--- config.mk ---
export PLATFORM = sky130hd
export DESIGN_NAME = sel_key_stepper
export DESIGN_NICKNAME = d
export VERILOG_FILES = /design/src/rtl/sel_key_stepper.sv
export SDC_FILE = /design/constraint.sdc
export NUM_CORES = 1
export LEC_CHECK = 0
export ABC_AREA = 1
export CAP_MARGIN = 20
export CORE_UTILIZATION = 55
export DETAILED_ROUTE_END_ITERATION = 8
export PLACE_DENSITY_LB_ADDON = 0.12
export SLEW_MARGIN = 0
export SYNTH_ARGS = -nofsm -noshare
export SYNTH_HDL_FRONTEND = slang
export SYNTH_HIERARCHICAL = 1
export SYNTH_SLANG_ARGS = --single-unit
--- constraint.sdc ---
create_clock -name clk -period 2.33 [get_ports clk]
set_clock_uncertainty 0.1 [all_clocks]
set_input_delay 0.466 -clock clk [delete_from_list [all_inputs] [get_ports clk]]
set_output_delay 0.466 -clock clk [all_outputs]
set_load 0.03 [all_outputs]
--- src/rtl/sel_key_stepper.sv ---
// Push-key channel stepper: two debounced keys step a 2-bit mux select up/down.

// Per-key synchroniser, debouncer and press-edge detector.
//  state | meaning
//  REL   | key released and stable, waiting for a low level
//  P_CHK | key seen low, counting stable-low clocks before accepting a press
//  PRS   | press accepted, holding (no auto-repeat)
//  R_CHK | key seen high, counting stable-high clocks before accepting release
module sel_key_deb #(
  parameter int DEBOUNCE_CYCLES = 240000,
  parameter int CNT_W           = 18
) (
  input  logic clk,
  input  logic rst,
  input  logic key_n_i,
  output logic press_o
);

  typedef enum logic [1:0] {REL, P_CHK, PRS, R_CHK} state_t;

  localparam logic [CNT_W-1:0] CNT_TC = CNT_W'(DEBOUNCE_CYCLES - 1);

  logic             k_s1_q, k_s2_q;
  state_t           state_q, state_d;
  logic [CNT_W-1:0] cnt_q, cnt_d;

  // Two-flop synchroniser (preset to released), FSM state and counter registers.
  always_ff @(posedge clk) begin
    if (rst) begin
      k_s1_q  <= 1'b1;
      k_s2_q  <= 1'b1;
      state_q <= REL;
      cnt_q   <= '0;
    end else begin
      k_s1_q  <= key_n_i;
      k_s2_q  <= k_s1_q;
      state_q <= state_d;
      cnt_q   <= cnt_d;
    end
  end

  // Next-state, counter and one-cycle press event.
  always_comb begin
    state_d = state_q;
    cnt_d   = cnt_q;
    press_o = 1'b0;
    unique case (state_q)
      REL: begin
        if (!k_s2_q) begin
          state_d = P_CHK;
          cnt_d   = '0;
        end
      end
      P_CHK: begin
        if (k_s2_q) begin
          state_d = REL;
        end else if (cnt_q == CNT_TC) begin
          state_d = PRS;
          press_o = 1'b1;
        end else begin
          cnt_d = cnt_q + CNT_W'(1);
        end
      end
      PRS: begin
        if (k_s2_q) begin
          state_d = R_CHK;
          cnt_d   = '0;
        end
      end
      R_CHK: begin
        if (!k_s2_q) begin
          state_d = PRS;
        end else if (cnt_q == CNT_TC) begin
          state_d = REL;
        end else begin
          cnt_d = cnt_q + CNT_W'(1);
        end
      end
      default: state_d = REL;
    endcase
  end

endmodule

module sel_key_stepper #(
  parameter int         DEBOUNCE_CYCLES = 240000,
  parameter int         CNT_W           = 18,
  parameter logic [1:0] RST_SEL         = 2'b00
) (
  input  logic       clk,
  input  logic       rst,
  input  logic       key_up,
  input  logic       key_dn,
  output logic [1:0] sel,
  output logic       sel_chg,
  output logic [3:0] sel_led
);

  logic       up_ev, dn_ev;
  logic [1:0] sel_q, sel_d;
  logic       chg_q, chg_d;
  logic [3:0] led_q, led_d;

  sel_key_deb #(.DEBOUNCE_CYCLES(DEBOUNCE_CYCLES), .CNT_W(CNT_W)) u_deb_up (
    .clk     (clk),
    .rst     (rst),
    .key_n_i (key_up),
    .press_o (up_ev)
  );

  sel_key_deb #(.DEBOUNCE_CYCLES(DEBOUNCE_CYCLES), .CNT_W(CNT_W)) u_deb_dn (
    .clk     (clk),
    .rst     (rst),
    .key_n_i (key_dn),
    .press_o (dn_ev)
  );

  // Step the select; simultaneous up and down presses cancel out.
  always_comb begin
    sel_d = sel_q;
    chg_d = 1'b0;
    if (up_ev && !dn_ev) begin
      sel_d = sel_q + 2'd1;
      chg_d = 1'b1;
    end else if (dn_ev && !up_ev) begin
      sel_d = sel_q - 2'd1;
      chg_d = 1'b1;
    end
    led_d = ~(4'b0001 << sel_d);
  end

  // Output registers; the LED pattern is taken from the next select so it tracks sel.
  always_ff @(posedge clk) begin
    if (rst) begin
      sel_q <= RST_SEL;
      chg_q <= 1'b0;
      led_q <= ~(4'b0001 << RST_SEL);
    end else begin
      sel_q <= sel_d;
      chg_q <= chg_d;
      led_q <= led_d;
    end
  end

  assign sel     = sel_q;
  assign sel_chg = chg_q;
  assign sel_led = led_q;

endmodule
# After elaboration in Yosys (flattened, before gate mapping)
# Index checks and enable logic that the tools add are counted.
# totals
ff_bits	51
inputBits	4
# op_classes
n_addsub	4
eq_ne	20
n_shift	1
n_mux	36
n_bitwise	1
reduce_logical	10
# ops
operator	n
18-bit two-way mux	10
18-bit case mux with 4 select lines	2
18-bit by 1-bit adder with 18-bit output, second input constant	2
18-bit == test, second input constant	2
2-bit two-way mux	14
2-bit case mux with 4 select lines	2
4-bit AND reduction	4
2-bit == test, second input constant	4
1-bit two-way mux	8
2-bit by 1-bit inequality test with 1-bit output, second input constant	4
2-bit inequality test, second input constant	4
3-bit by 1-bit inequality test with 1-bit output, second input constant	2
3-bit inequality test, second input constant	2
2-bit by 1-bit == test with 1-bit output, second input constant	2
2-bit logical NOT	2
4-bit inverter	1
1-bit by 2-bit left shift with 4-bit output, first input constant	1
2-bit by 1-bit adder with 2-bit output, second input constant	1
1-bit logical AND	2
1-bit logical NOT	2
2-bit by 1-bit subtractor with 2-bit output, second input constant	1

# Logic depth before layout (Yosys ltp)
# logic_depth
word_depth	10
depth_mapped	16
depth_no_buf	16

# Cells and area by module
# The synthesis kept the hierarchy.
# modules_own_cells
module	instances	cells_per_inst	area_each_um2	seq_area_each_um2
sel_key_deb (u_deb_up)	1	217	1376.3	440.4
sel_key_deb (u_deb_dn)	1	215	1370.1	440.4
sel_key_stepper	1	42	336.6	140.1

# Worst setup path before layout
# No wires, ideal clock.
# synth_timing
path_kind	register to register
from	reg u_deb_up.cnt_q[0]
to	reg led_q[0], in the netlist sel_led[0]
t_arrival_ns	2.083
required_time_ns	2.117
slack_ns	0.034
stages_incl_launch_ff	16
path_buffers	0
synth_period_minus_slack_ns	2.296
path_cell_list	dfxtp_1 ha_1 nand3_2 inv_1 nand3_1 nor2_2 nand2_1 nor3_1 inv_1 ha_1 nor2_1 nand2_1 nand2_2 nor2_4 inv_1 nand2_1
# synth_between
elab_chain_len	10
word_cells_on_any_way	11
cone_classes	1 x eq/ne; 1 x shift; 5 x mux; 1 x bitwise; 3 x reduce/logical
# synth_lines
item	line	rtl
start: declaration	25	logic [CNT_W-1:0] cnt_q, cnt_d;
start signal: assignment	38	cnt_q <= cnt_d;
18-bit == test (*)	57	end else if (cnt_q == CNT_TC) begin
1-bit two-way mux (*)	57	
1-bit two-way mux (*)	55	if (k_s2_q) begin
1-bit two-way mux (*)	47	unique case (state_q)
named net up_ev	99	logic up_ev, dn_ev;
1-bit logical NOT	125	end else if (dn_ev && !up_ev) begin
1-bit logical AND	125	
2-bit two-way mux	125	
2-bit two-way mux (*)	122	if (up_ev && !dn_ev) begin
1-bit by 2-bit left shift with 4-bit output (*)	129	led_d = ~(4'b0001 << sel_d);
4-bit inverter (*)	129	
end signal: assignment	137	led_q <= ~(4'b0001 << RST_SEL);
end signal: assignment	141	led_q <= led_d;
end: declaration	102	logic [3:0] led_q, led_d;
# The timed path passes the listed nets; every way through them passes the cells marked *.
# A chain may end at the register's enable or synchronous reset.

# Worst setup path after layout
# layout_timing
from	reg u_deb_up.cnt_q[1]
to	reg led_q[1], in the netlist sel_led[1]
# Same word-level chain as after synthesis.

==> results_dict.tcl <==
set metrics [dict create \
    status "finished, final reports clean" \
    drc_errors 0 \
    worstMarginPinSlew_ps 496 \
    ys_seq_elements 51 \
    die_area_mm2 0.00591 \
    p_leak_nw 1.21 \
    critPathArrivalTime_ps 2280 \
    synth_cells 474 \
    path_cells "ha_4, nand3_4, inv_1, nand3_1, nor2_2, nand2_1, nor3_2, inv_1, ha_1, inv_1, nand2_1, nand2_1, nand2_2, nor2_4, nand2_1" \
    yosysTopAreaCell "dfxtp_1" \
    synth_top_flop_cell "dfxtp_1" \
    grt_first_pass_wirelength_um 12200 \
    wire_per_inst_um 12.9 \
    swShare_pct 21.7 \
    slew-limit-headroom_pct 66.9 \
    layout_min_cycle_time_ps 2180 \
    gr-total-overflow 0 \
    ys_seq_area_share_pct 33.1 \
    gp_congestion 0.926 \
    clk_pin_slew_ps 90 \
    vias 3083 \
    track_usage_pct 25.4 \
    first_iter_violations 242 \
    crit_path_end_kind "flip-flop" \
    insertion_delay_ps 300 \
    syn_nets 484 \
    crit_path_start_kind "flip-flop" \
    p_comb_share_pct 3.7 \
    synth.most_common_cell "nand2_1" \
    finalWirelength_um 7420 \
    cts_max_path_buffers 2 \
    netlist.area_leader.share_pct 33.1 \
    grt_max_degree 19 \
    crit_required_ps 2430 \
    synth.distinct_cells 25 \
    clock.fmax_mhz 459 \
    finalSetupViolCount 0 \
    p_seq_share_pct 55.5 \
    hold_path.class "reg2reg" \
    yosys_warnings 6 \
    cp_common_cell "nand2_1" \
    fillers 470 \
    area_growth_pct 15.5 \
    drtAntennaViolNets 0 \
    path_class "reg2reg" \
    dp_cells 566 \
    maxCapViolations 0 \
    die_h_um 76.9 \
    cpMaxStageDelayCell "dfxtp_2" \
    synth_area_leaders "dfxtp_1, nand2_1, nand3_1, nor2_1, a21oi_1" \
    hold_slack_ps 325 \
    start_util_pct 58.9 \
    cts_htree_levels 2 \
    io_buffers 10 \
    cts_tree "built" \
    crit_fanout 3 \
    synth_common_cells "nand2_1, nor2_1, nand3_1" \
    p_int_mw 1.24 \
    ios 11 \
    max_stage_delay_ps 380 \
    num_antenna_cells 0 \
    reg2reg_depth 15 \
    synth_edf_count 0 \
    r2r_setup_slack_ps 150 \
    peakVddDrop_mv 0.443 \
    reg2reg_from "u_deb_up/cnt_q[1]$_SDFFE_PP0P_" \
    period_share_pct 93.5 \
    clockPowerShare_pct 40.7 \
    async_flop_share_pct 0 \
    layout-drive-gt1-share_pct 17.6 \
    grt_pass1_vias 2652 \
    power_switching_mw 0.343 \
    startpoint "u_deb_up/cnt_q[1]$_SDFFE_PP0P_" \
    root_buffer "clkbuf_8" \
    cts_buffers 5 \
    dp_hpwl_um 5290 \
    antenna_found_initial 0 \
    syn_area_per_cell_um2 6.50 \
    vias_per_cell 5.36 \
    stdcell_count 575 \
    cts_sinks 51 \
    crit_path_end "sel_led[1]$_SDFF_PP1_" \
    synth_area_mm2 0.00308 \
    power_density_mw_per_mm2 444 \
    die_w_um 76.9 \
    rows 26 \
    hold_violations 0 \
    fp.coreArea_mm2 0.00524 \
    rr_endpoint "sel_led[1]$_SDFF_PP1_" \
    fin_nets 514 \
    firstDrtPassIters 4 \
    maxSlewViolCount 0 \
]
-- sequential cells by signal, indices dropped and copies added (netlist names), 2 cells and up, named ones only --
signal,flops
sel,2
sel_led,4
u_deb_up/cnt_q,18
u_deb_dn/cnt_q,18
-- power groups by stage --
| stage | clock [mW] | combinational, mW | sequential (mW) |
|---|---|---|---|
| final | 0.644 | 0.0593 | 0.878 |
| after detailed placement | 0 | 0.0584 | 0.899 |
| after CTS | 0.659 | 0.0586 | 0.878 |
| after global routing | 0.700 | 0.0638 | 0.878 |
| after global placement | 0 | 0.0577 | 0.899 |
| after floorplan | 0 | 0.0364 | 0.898 |
-- cells by family (layout without fill, tap and decap cells) --
group           count (synthesis)  after routing  synth area share [%]
buf+inv                        58             89                  7.63
simple gates                  298            298                  45.3
compound gates                 49             49                  8.12
fa+ha+maj                       6              6                  2.44
flops                          51             51                  33.1
xor+xnor                       12             12                  3.41
-- layer usage --
metal  part of all wire, %  global-route usage, %  vias up
met4                  0.69                   4.81        0
met5                     0                      0        -
met1                    49                   36.8     1408
met2                    45                   39.6       83
met3                   5.3                   3.93        7
li1                      -                      -     1585
-- area by class of cell --
cell class | count | area (um2) | area share [%]
multi-input cells | 365 | 1880 | 52.8
flip-flops and latches | 51 | 1030 | 29.0
repair buffers | 31 | 258 | 7.24
inverters | 50 | 188 | 5.27
well taps | 70 | 87.6 | 2.46
clock buffers | 6 | 82.6 | 2.32
clock inverters | 2 | 35.0 | 0.984
-- cell usage in the layout (no fill, tap or decap) --
cell / instances
xnor2_1: 2
dfxtp_2: 5
nand3_1: 55
dfxtp_4: 1
clkbuf_8: 6
nor2_2: 10
clkdlybuf4s50_1: 10
o21bai_1: 2
ha_1: 4
clkinv_2: 1
dfxtp_1: 45
buf_4: 21
nor3_2: 6
nand3_2: 5
nor2_4: 4
nor3_1: 7
o21ai_0: 10
nand2_4: 4
nand2_1: 123
xor2_1: 10
inv_1: 39
or2_1: 2
nor2_1: 59
nand4_1: 11
nand2_2: 7
nand3_4: 1
ha_4: 2
a21oi_1: 37
or2_2: 4
inv_2: 11
bufinv_16: 1
-- worst min-delay path by stage --
stage	from	to	slack, ps	depth (start not counted)
after floorplan	u_deb_dn/k_s1_q$_SDFF_PP1_	u_deb_dn/k_s2_q$_SDFF_PP1_	290	1
after global placement	u_deb_dn/k_s1_q$_SDFF_PP1_	u_deb_dn/k_s2_q$_SDFF_PP1_	290	1
after detailed placement	u_deb_dn/k_s1_q$_SDFF_PP1_	u_deb_dn/k_s2_q$_SDFF_PP1_	310	1
after CTS	u_deb_dn/k_s1_q$_SDFF_PP1_	u_deb_dn/k_s2_q$_SDFF_PP1_	330	1
after global routing	u_deb_dn/k_s1_q$_SDFF_PP1_	u_deb_dn/k_s2_q$_SDFF_PP1_	340	1
final	u_deb_dn/k_s1_q$_SDFF_PP1_	u_deb_dn/k_s2_q$_SDFF_PP1_	330	1
-- critical path, delay by kind of cell, from the launching register on --
family	cells	cell delay (ps)
adders and majority gates	2	390
and+or+nand+nor	10	970
DFF	1	380
buffers and inverters	3	220
-- timing repair --
item,4_1_cts,5_1_grt
setup buffers,0,1
gates resized for setup,0,20
hold buffers,0,0
endpoints found under the setup margin,0,6
-- stage by stage --
step                utilization [%]  power (mW)  setup WS (ps)  area, um2  setup TNS (ps)
global placement               64.4       0.956            151       3370               0
floorplan                         -       0.934           33.7       3080               0
CTS                            66.7        1.60           12.8       3490               0
detailed placement             64.4       0.957           31.9       3370               0
global route                   68.0        1.64          -13.3       3560           -19.1
finish                         68.0        1.58            151       3560               0
Power figures use the tool's default switching activity.
